$ cat src/rtl/exc_pkg.sv
// exc_pkg
//   Shared types and constants for the exception cause unit.
//   - exc_state_t : presentation FSM state (IDLE, PRESENT)
//   - EXC_*       : default cause codes for the three legacy sources
package exc_pkg;

  typedef enum logic {
    IDLE    = 1'b0,
    PRESENT = 1'b1
  } exc_state_t;

  localparam logic [7:0] EXC_OPCODE = 8'd0;
  localparam logic [7:0] EXC_OVF    = 8'd1;
  localparam logic [7:0] EXC_DIV0   = 8'd2;

endpackage

$ cat src/rtl/exc_prio_enc.sv
// exc_prio_enc
//   Lowest-index-first priority encoder (index 0 = highest priority).
//   Ports:
//     req  in  N      request vector
//     win  out IDX_W  index of the lowest set bit of req (0 when none)
//     any  out 1      at least one bit of req is set
module exc_prio_enc #(
  parameter int N     = 3,
  parameter int IDX_W = (N > 1) ? $clog2(N) : 1
) (
  input  logic [N-1:0]     req,
  output logic [IDX_W-1:0] win,
  output logic             any
);

  // Scan from the top down so the last hit (lowest index) wins.
  always_comb begin
    win = '0;
    for (int i = N - 1; i >= 0; i--) begin
      if (req[i]) begin
        win = IDX_W'(i);
      end
    end
  end

  assign any = |req;

endmodule

$ cat src/rtl/exception_cause_unit.sv
// exception_cause_unit
//   Queues exception requests (one slot per source, with the PC captured at
//   request time) and presents one cause at a time, lowest source index first,
//   holding it until the control unit acknowledges it.
//   Ports:
//     clk        in   1         rising-edge clock
//     reset      in   1         asynchronous active-high reset
//     exc_req    in   N_CAUSES  per-source request pulse
//     exc_mask   in   N_CAUSES  1 = source disabled (request ignored)
//     pc_in      in   PC_W      PC sampled together with exc_req
//     exc_ack    in   1         control unit accepted the presented cause
//     flush      in   1         synchronous clear of all pending/presented causes
//     clr_lost   in   1         clears the sticky exc_lost flag
//     exc_valid  out  1         a cause is presented
//     cause_out  out  CAUSE_W   code of the presented cause
//     epc_out    out  PC_W      PC captured with the presented cause
//     vec_idx    out  IDX_W     source index of the presented cause
//     pend_cnt   out  CNT_W     number of occupied slots (includes presented one)
//     exc_lost   out  1         sticky: a request hit an already occupied slot
module exception_cause_unit
  import exc_pkg::*;
#(
  parameter int                            N_CAUSES    = 3,
  parameter int                            CAUSE_W     = 8,
  parameter int                            PC_W        = 32,
  parameter logic [N_CAUSES*CAUSE_W-1:0]   CAUSE_TABLE = {EXC_DIV0, EXC_OVF, EXC_OPCODE},
  localparam int                           IDX_W       = (N_CAUSES > 1) ? $clog2(N_CAUSES) : 1,
  localparam int                           CNT_W       = $clog2(N_CAUSES + 1)
) (
  input  logic                clk,
  input  logic                reset,
  input  logic [N_CAUSES-1:0] exc_req,
  input  logic [N_CAUSES-1:0] exc_mask,
  input  logic [PC_W-1:0]     pc_in,
  input  logic                exc_ack,
  input  logic                flush,
  input  logic                clr_lost,
  output logic                exc_valid,
  output logic [CAUSE_W-1:0]  cause_out,
  output logic [PC_W-1:0]     epc_out,
  output logic [IDX_W-1:0]    vec_idx,
  output logic [CNT_W-1:0]    pend_cnt,
  output logic                exc_lost
);

  exc_state_t          state_reg, state_next;
  logic [N_CAUSES-1:0] pend_reg, pend_next;
  logic [PC_W-1:0]     pend_pc_reg  [N_CAUSES];
  logic [PC_W-1:0]     pend_pc_next [N_CAUSES];
  logic [CAUSE_W-1:0]  cause_reg, cause_next;
  logic [PC_W-1:0]     epc_reg, epc_next;
  logic [IDX_W-1:0]    idx_reg, idx_next;
  logic [CNT_W-1:0]    cnt_reg, cnt_next;
  logic                lost_reg, lost_next;

  logic [N_CAUSES-1:0] req_eff;
  logic [N_CAUSES-1:0] freed;
  logic [N_CAUSES-1:0] after_clr;
  logic [N_CAUSES-1:0] slot_set;
  logic                ack_fire;
  logic                lost_hit;
  logic [IDX_W-1:0]    win;
  logic                any;

  assign req_eff  = exc_req & ~exc_mask;
  // An ack only counts while something is actually presented.
  assign ack_fire = exc_ack && (state_reg == PRESENT);

  genvar gi;
  generate
    for (gi = 0; gi < N_CAUSES; gi++) begin : g_slot
      // The slot being acknowledged this edge is treated as empty, so a
      // same-cycle re-request refills it instead of counting as a loss.
      assign freed[gi]        = ack_fire && (idx_reg == IDX_W'(gi));
      assign after_clr[gi]    = pend_reg[gi] && !freed[gi];
      assign slot_set[gi]     = req_eff[gi] && !after_clr[gi] && !flush;
      assign pend_pc_next[gi] = slot_set[gi] ? pc_in : pend_pc_reg[gi];

      always_ff @(posedge clk or posedge reset) begin
        if (reset) begin
          pend_pc_reg[gi] <= '0;
        end else begin
          pend_pc_reg[gi] <= pend_pc_next[gi];
        end
      end
    end
  endgenerate

  assign pend_next = flush ? '0 : (after_clr | slot_set);
  assign lost_hit  = (|(req_eff & after_clr)) && !flush;

  exc_prio_enc #(
    .N     (N_CAUSES),
    .IDX_W (IDX_W)
  ) u_prio_enc (
    .req (pend_next),
    .win (win),
    .any (any)
  );

  always_comb begin
    cnt_next = '0;
    for (int i = 0; i < N_CAUSES; i++) begin
      cnt_next = cnt_next + CNT_W'(pend_next[i]);
    end
  end

  // Set wins over clear when a loss and clr_lost coincide.
  always_comb begin
    lost_next = lost_reg;
    if (lost_hit) begin
      lost_next = 1'b1;
    end else if (clr_lost) begin
      lost_next = 1'b0;
    end
  end

  // Presentation FSM. Outputs are reloaded only when entering PRESENT or on an
  // accepted ack; otherwise they hold (no pre-emption by later requests).
  always_comb begin
    state_next = state_reg;
    cause_next = cause_reg;
    epc_next   = epc_reg;
    idx_next   = idx_reg;
    if (flush) begin
      state_next = IDLE;
    end else begin
      case (state_reg)
        IDLE: begin
          if (any) begin
            state_next = PRESENT;
            cause_next = CAUSE_TABLE[int'(win)*CAUSE_W +: CAUSE_W];
            epc_next   = pend_pc_next[win];
            idx_next   = win;
          end
        end
        PRESENT: begin
          if (ack_fire) begin
            if (any) begin
              cause_next = CAUSE_TABLE[int'(win)*CAUSE_W +: CAUSE_W];
              epc_next   = pend_pc_next[win];
              idx_next   = win;
            end else begin
              state_next = IDLE;
            end
          end
        end
        default: state_next = IDLE;
      endcase
    end
  end

  always_ff @(posedge clk or posedge reset) begin
    if (reset) begin
      state_reg <= IDLE;
      pend_reg  <= '0;
      cause_reg <= '0;
      epc_reg   <= '0;
      idx_reg   <= '0;
      cnt_reg   <= '0;
      lost_reg  <= 1'b0;
    end else begin
      state_reg <= state_next;
      pend_reg  <= pend_next;
      cause_reg <= cause_next;
      epc_reg   <= epc_next;
      idx_reg   <= idx_next;
      cnt_reg   <= cnt_next;
      lost_reg  <= lost_next;
    end
  end

  assign exc_valid = (state_reg == PRESENT);
  assign cause_out = cause_reg;
  assign epc_out   = epc_reg;
  assign vec_idx   = idx_reg;
  assign pend_cnt  = cnt_reg;
  assign exc_lost  = lost_reg;

endmodule

$ cat config.mk
export PLATFORM = sky130hd
export DESIGN_NAME = exception_cause_unit
export DESIGN_NICKNAME = d
export VERILOG_FILES = /design/src/rtl/exc_pkg.sv /design/src/rtl/exc_prio_enc.sv /design/src/rtl/exception_cause_unit.sv
export SDC_FILE = /design/constraint.sdc
export NUM_CORES = 1
export LEC_CHECK = 0
export CAP_MARGIN = 20
export CORE_ASPECT_RATIO = 1.5
export CORE_MARGIN = 2
export CORE_UTILIZATION = 35
export DETAILED_ROUTE_END_ITERATION = 12
export PLACE_DENSITY = 0.61
export SLEW_MARGIN = 40
export SYNTH_ARGS = -nofsm -noshare
export SYNTH_HDL_FRONTEND = slang
export SYNTH_HIERARCHICAL = 1
export SYNTH_SLANG_ARGS = --single-unit
$ cat constraint.sdc
create_clock -name clk -period 13.52 [get_ports clk]
set_clock_uncertainty 0.2 [all_clocks]
set_input_delay 4.056 -clock clk [delete_from_list [all_inputs] [get_ports clk]]
set_output_delay 4.056 -clock clk [all_outputs]
set_load 0.01 [all_outputs]
== Yosys cells after proc, flatten, opt, wreduce, memory -nomap -nowiden ==
Cells that the tools add are included.

* Register bits: 145
* Bits of input ports: 43
* Output and inout port bits: 46
* Logic and storage cells: 75

* Add/sub/neg operators: 2
* Order comparisons: 1
* Eq/ne operators: 3
* Shifts and indexed selects: 1
* Muxes and demuxes: 25
* Bitwise logic cells: 7
* Reduce and logical (&&, ||, !) cells: 26

{| class="wikitable"
|+ Operators with widths
! kind !! number
|-
| 2-to-1 mux 32 bit || 7
|-
| binary-select mux 32 bit (select 2 bit) || 1
|-
| case mux 32 bit (2 select lines) || 1
|-
| variable part select 24 x 6 -> 8 bit (first input constant) || 1
|-
| 2-to-1 mux 8 bit || 2
|-
| case mux 8 bit (2 select lines) || 1
|-
| logical AND 1 bit || 14
|-
| 2-to-1 mux 2 bit || 5
|-
| zero test 1 bit || 7
|-
| bitwise AND 3 bit || 2
|-
| OR reduction 3 bit || 2
|-
| 2-to-1 mux 1 bit || 5
|-
| case mux 2 bit (2 select lines) || 1
|-
| >= comparator 3 bit (second input constant) || 1
|-
| 2-to-1 mux 3 bit || 1
|-
| NOT 2 -> 3 bit || 1
|-
| NOT 3 bit || 1
|-
| bitwise OR 3 bit || 1
|-
| adder 1 x 1 -> 2 bit || 1
|-
| adder 2 x 1 -> 2 bit || 1
|-
| equality test 2 x 1 -> 1 bit (second input constant) || 1
|-
| equality test 2 bit (second input constant) || 1
|-
| zero test 2 bit || 1
|-
| inequality test 2 x 1 -> 1 bit (second input constant) || 1
|-
| other kinds (4) || 5
|}

== Depth between registers and ports, before layout ==
* Word-level depth: 19
* Mapped depth: 11
* Mapped depth without buffers: 9

== Cells and area by module ==
The synthesis kept the hierarchy.

{| class="wikitable"
|+ Modules (own cells, without submodules)
! module !! instances !! cells each !! area each (µm²) !! sequential area each (µm²)
|-
| exception_cause_unit || 1 || 515 || 6,164.7 || 3,478.3
|-
| exc_prio_enc || 1 || 3 || 20.0 || 0.0
|}

== Worst setup path before layout ==
Ideal clock, no wire load.

* Path kind: in2reg
* From: in exc_ack
* To: reg epc_reg[10] (netlist: epc_out[10])
* Library setup time: 77 ps
* Data arrival time: 5,994 ps
* Data required time: 13,243 ps
* Setup slack: 7,248 ps
* Stages: 10
* Buffers on the path: 1
* Cells stage by stage: nand4b_1 nand2_1 a21oi_1 nor2b_1 and2_1 a22o_1 clkbuf_1 a22oi_1 a21o_1 a21oi_1

* Elaborated cells between the ends (all ways): 37
* Those cells by class: 1 x eq/ne; 13 x mux; 2 x bitwise; 21 x reduce/logical

{| class="wikitable"
|+ RTL lines
! element !! RTL line !! RTL
|-
| start, declared || exception_cause_unit.sv:35 || <nowiki>input logic exc_ack,</nowiki>
|-
| logical AND 1 bit (*) || exception_cause_unit.sv:67 || <nowiki>assign ack_fire = exc_ack && (state_reg == PRESENT);</nowiki>
|-
| logical AND 1 bit (*) || exception_cause_unit.sv:74 || <nowiki>assign freed[gi] = ack_fire && (idx_reg == IDX_W'(gi));</nowiki>
|-
| zero test 1 bit (*) || exception_cause_unit.sv:75 || <nowiki>assign after_clr[gi] = pend_reg[gi] && !freed[gi];</nowiki>
|-
| logical AND 1 bit (*) || exception_cause_unit.sv:75 ||
|-
| zero test 1 bit || exception_cause_unit.sv:76 || <nowiki>assign slot_set[gi] = req_eff[gi] && !after_clr[gi] && !flush;</nowiki>
|-
| logical AND 1 bit (2 in series) || exception_cause_unit.sv:76 ||
|-
| bitwise OR 3 bit (*) || exception_cause_unit.sv:89 || <nowiki>assign pend_next = flush ? '0 : (after_clr | slot_set);</nowiki>
|-
| 2-to-1 mux 3 bit (*) || exception_cause_unit.sv:89 ||
|-
| net pend_next[1] || exception_cause_unit.sv:47 || <nowiki>logic [N_CAUSES-1:0] pend_reg, pend_next;</nowiki>
|-
| 2-to-1 mux 2 bit (*) (2 in series) || exc_prio_enc.sv:20 || <nowiki>if (req[i]) begin</nowiki>
|-
| net win[0] || exception_cause_unit.sv:62 || <nowiki>logic [IDX_W-1:0] win;</nowiki>
|-
| NOT 2 -> 3 bit (implied by the code) (*) || exception_cause_unit.sv:133, exception_cause_unit.sv:141 ||
|-
| binary-select mux 32 bit (select 2 bit) (*) || exception_cause_unit.sv:133, exception_cause_unit.sv:141 ||
|-
| 2-to-1 mux 32 bit (implied by the code) (*) (2 in series) || exception_cause_unit.sv:133, exception_cause_unit.sv:141 ||
|-
| 2-to-1 mux 32 bit (*) || exception_cause_unit.sv:130, exception_cause_unit.sv:139 ||
|-
| 2-to-1 mux 32 bit || exception_cause_unit.sv:138 || <nowiki>if (ack_fire) begin</nowiki>
|-
| case mux 32 bit (2 select lines) (*) || exception_cause_unit.sv:128 || <nowiki>case (state_reg)</nowiki>
|-
| end signal, assigned || exception_cause_unit.sv:166 || <nowiki>epc_reg <= epc_next;</nowiki>
|-
| end, declared || exception_cause_unit.sv:51 || <nowiki>logic [PC_W-1:0] epc_reg, epc_next;</nowiki>
|}

The timed path passes the listed nets; every way through them passes the cells marked *. The select of a mux whose other input is x is not followed.
A chain may end at the register's enable or synchronous reset.

== Worst setup path after layout ==
* From: in exc_ack
* To: reg epc_reg[3] (netlist: epc_out[3])

The elaborated chain is that of the path after synthesis.

==> results.yml <==
worst_setup_path:
  critPathTopFamily: "compound AO/OA/AOI/OAI gates"
  critical_path_buf_inv_count: 3
  end_kind: "register"
  path_cells: "clkdlybuf4s50_1 > nand4b_1 > nand2_1 > a21oi_1 > nor2b_2 > inv_1 > a211oi_4 > buf_4 > o21ai_0 > a21o_1 > a21oi_1"
  worst-path-max-fanout: 30
  startpoint_type: "input port"
  path_class: "input port to register"
  rrSetupSlack_ns: 10.00
  crit_required_ns: 13.65
  crit_path_top_delay_cell: "nor2b_2"
  worst_path_most_repeated_cell: "a21oi_1"
  crit_arrival_ns: 7.28
  cpPeakStageDelay_ns: 0.55
detailed_routing:
  viasPerCell: 5.44
  drc_errors: 0
  firstDrtPassIters: 6
  via_count: 4466
  antenna_left: 0
  drtIter0Drc: 226
  drt-wirelength-per-cell_um: 19.7
  routed_wl_um: 16200
synthesis:
  ys_warn_count: 6
  synth_seq_area_share_pct: 56.2
  netlist-cell-type-count: 35
  syn_avg_cell_area_um2: 11.9
  syn_area_mm2: 0.00618
  synth.area.top_cells: "dfrtp_1 56%, mux2_2 15%, a21oi_1 5.0%"
  yosysTopAreaCellShare_pct: 56.2
  synth_most_common_cell: "dfrtp_1"
  yosysTopAreaCell: "dfrtp_1"
  yosys-top-cells-count: "139 x dfrtp_1, 80 x mux2_2, 62 x a21oi_1, 32 x a21o_1, 32 x nor2_1"
  synth_ff_type: "dfrtp_1"
  ys_ff_latch: 139
  async_reset_ff_share_pct: 100
  syn_inst: 518
  synth_edf_count: 0
status:
  status: "completed"
clock_network:
  clock_sinks: 139
  root_buffer: "clkbuf_16"
  holdBufCountCts: 0
  numCtsBuffers: 17
  path_clk_slew_ns: 0.06
  clk_path_buf_depth: 2
  clk_latency_ns: 0.41
  cts_tree: "yes"
  htreeDepth: 4
  ctsResizeCount: 0
  cts_setup_buffers: 0
sta:
  fin_crit_sh_pct: 52.9
  slew_viol_final: 0
  setup_tns_ns: 0
  finalSetupViolCount: 0
  rsz0062_at_grt: "no"
  finalHoldViolCount: 0
  slew_headroom_pct: 52.3
  timing.final.crit_period_ns: 7.15
  setup_slack_ns: 6.37
  worst_slew_pin_slew_ns: 0.707
  timing.fmax_mhz: 140
grt:
  use_met3_pct: 3.75
  grt_pass1_vias: 4888
  grt_pass1_wl_um: 26200
  antenna_found_initial: 0
  grt-busiest-layer: "met2"
  grtUsageMet2_pct: 29.9
  use_met1_pct: 22.2
  grt_max_degree: 85
  grt.total_usage_pct: 17.7
  grt_overflow: 0
run:
  max_cap_violations: 0
floorplanning:
  core_area_mm2: 0.0173
  pin_count: 89
  rows: 59
  die_h_um: 167
  die_area_mm2: 0.0188
  die_x_um: 113
  start_util_pct: 35.7
power:
  vdd_drop_max_v: 0.0000743
  p_leak_nw: 3.37
  power_density_mw_per_mm2: 178
  total_power_mw: 1.40
place:
  io_buffers: 82
  pre_cts_ws_ns: 5.74
  gp_congestion: 0.810
  dp_hpwl_um: 9840
final_layout:
  nets: 639
  drive_gt1_share_pct: 22.2
  antenna_cells: 0
  largest_register_ffs: 96
  area_delta_synth_final_pct: 27.7
hold_path:
  worstHoldPathType: "register to register"
-- cell usage in the layout (no fill, tap or decap), types with 12 or more instances in the layout --
master           instances
o21ai_0                 26
clkbuf_16               17
mux2_1                  12
a22oi_1                 29
nand2_1                 15
dfrtp_1                139
a21o_1                  32
nor2_1                  32
mux2_2                  80
a21oi_1                 62
clkdlybuf4s50_1         82
-- per-layer routing --
| metal | routed length, um | vias to the layer above |
|---|---|---|
| met4 | 402 | 0 |
| li1 | - | 2005 |
| met2 | 8150 | 120 |
| met1 | 6950 | 2313 |
| met3 | 679 | 28 |
| met5 | 0 | - |
-- through the flow --
step | util [%] | std cells | hold WS, ns | cell area, um^2
after floorplan | - | 523 | 0.246 | 6200
after detailed placement | 41.7 | 789 | 0.271 | 7240
final | 45.5 | 821 | 0.285 | 7900
after global placement | 41.6 | 788 | 0.262 | 7210
after CTS | 45.5 | 821 | 0.284 | 7890
after global routing | 45.5 | 821 | 0.303 | 7900
-- where the power goes --
part	internal, mW	switching (mW)
logic	0.174	0.143
clock network	0.336	0.175
registers	0.519	0.0546
-- path summary, 6_finish.rpt --
| path | start | to | cells past startpoint |
|---|---|---|---|
| worst min register to register | pend_pc_reg[13]$_DFF_PP0_ | pend_pc_reg[13]$_DFF_PP0_ | 1 |
| worst max register to register | vec_idx[1]$_DFFE_PP0P_ | epc_out[3]$_DFFE_PP0P_ | 10 |
| max in group asynchronous | reset | epc_out[19]$_DFFE_PP0P_ | 3 |
| min in group asynchronous | reset | epc_out[0]$_DFFE_PP0P_ | 2 |
| worst min-delay path | pend_pc_reg[13]$_DFF_PP0_ | pend_pc_reg[13]$_DFF_PP0_ | 1 |
| worst max-delay path | exc_ack | epc_out[3]$_DFFE_PP0P_ | 11 |
-- kinds of logic (layout without fill, tap and decap cells) --
logic type	after synthesis	after routing	synth area share (%)
adders and majority gates	1	1	0.324
muxes	96	96	17.4
other	1	6	0.0606
buffers and inverters	48	133	3.94
DFF	139	139	56.2
and+or+nand+nor	65	65	5.10
AOI/OAI and AO/OA	168	168	16.9
-- area by class of cell --
cell class | instances | area (um^2)
Inverter | 7 | 31.3
Clock buffer | 20 | 457
Sequential cell | 139 | 3480
Timing Repair Buffer | 94 | 937
Multi-Input combinational cell | 336 | 2530
Clock inverter | 12 | 194
Tap cell | 213 | 267
Fill cell | 1563 | 9450
Note: power is estimated with default switching activity, not from simulation.
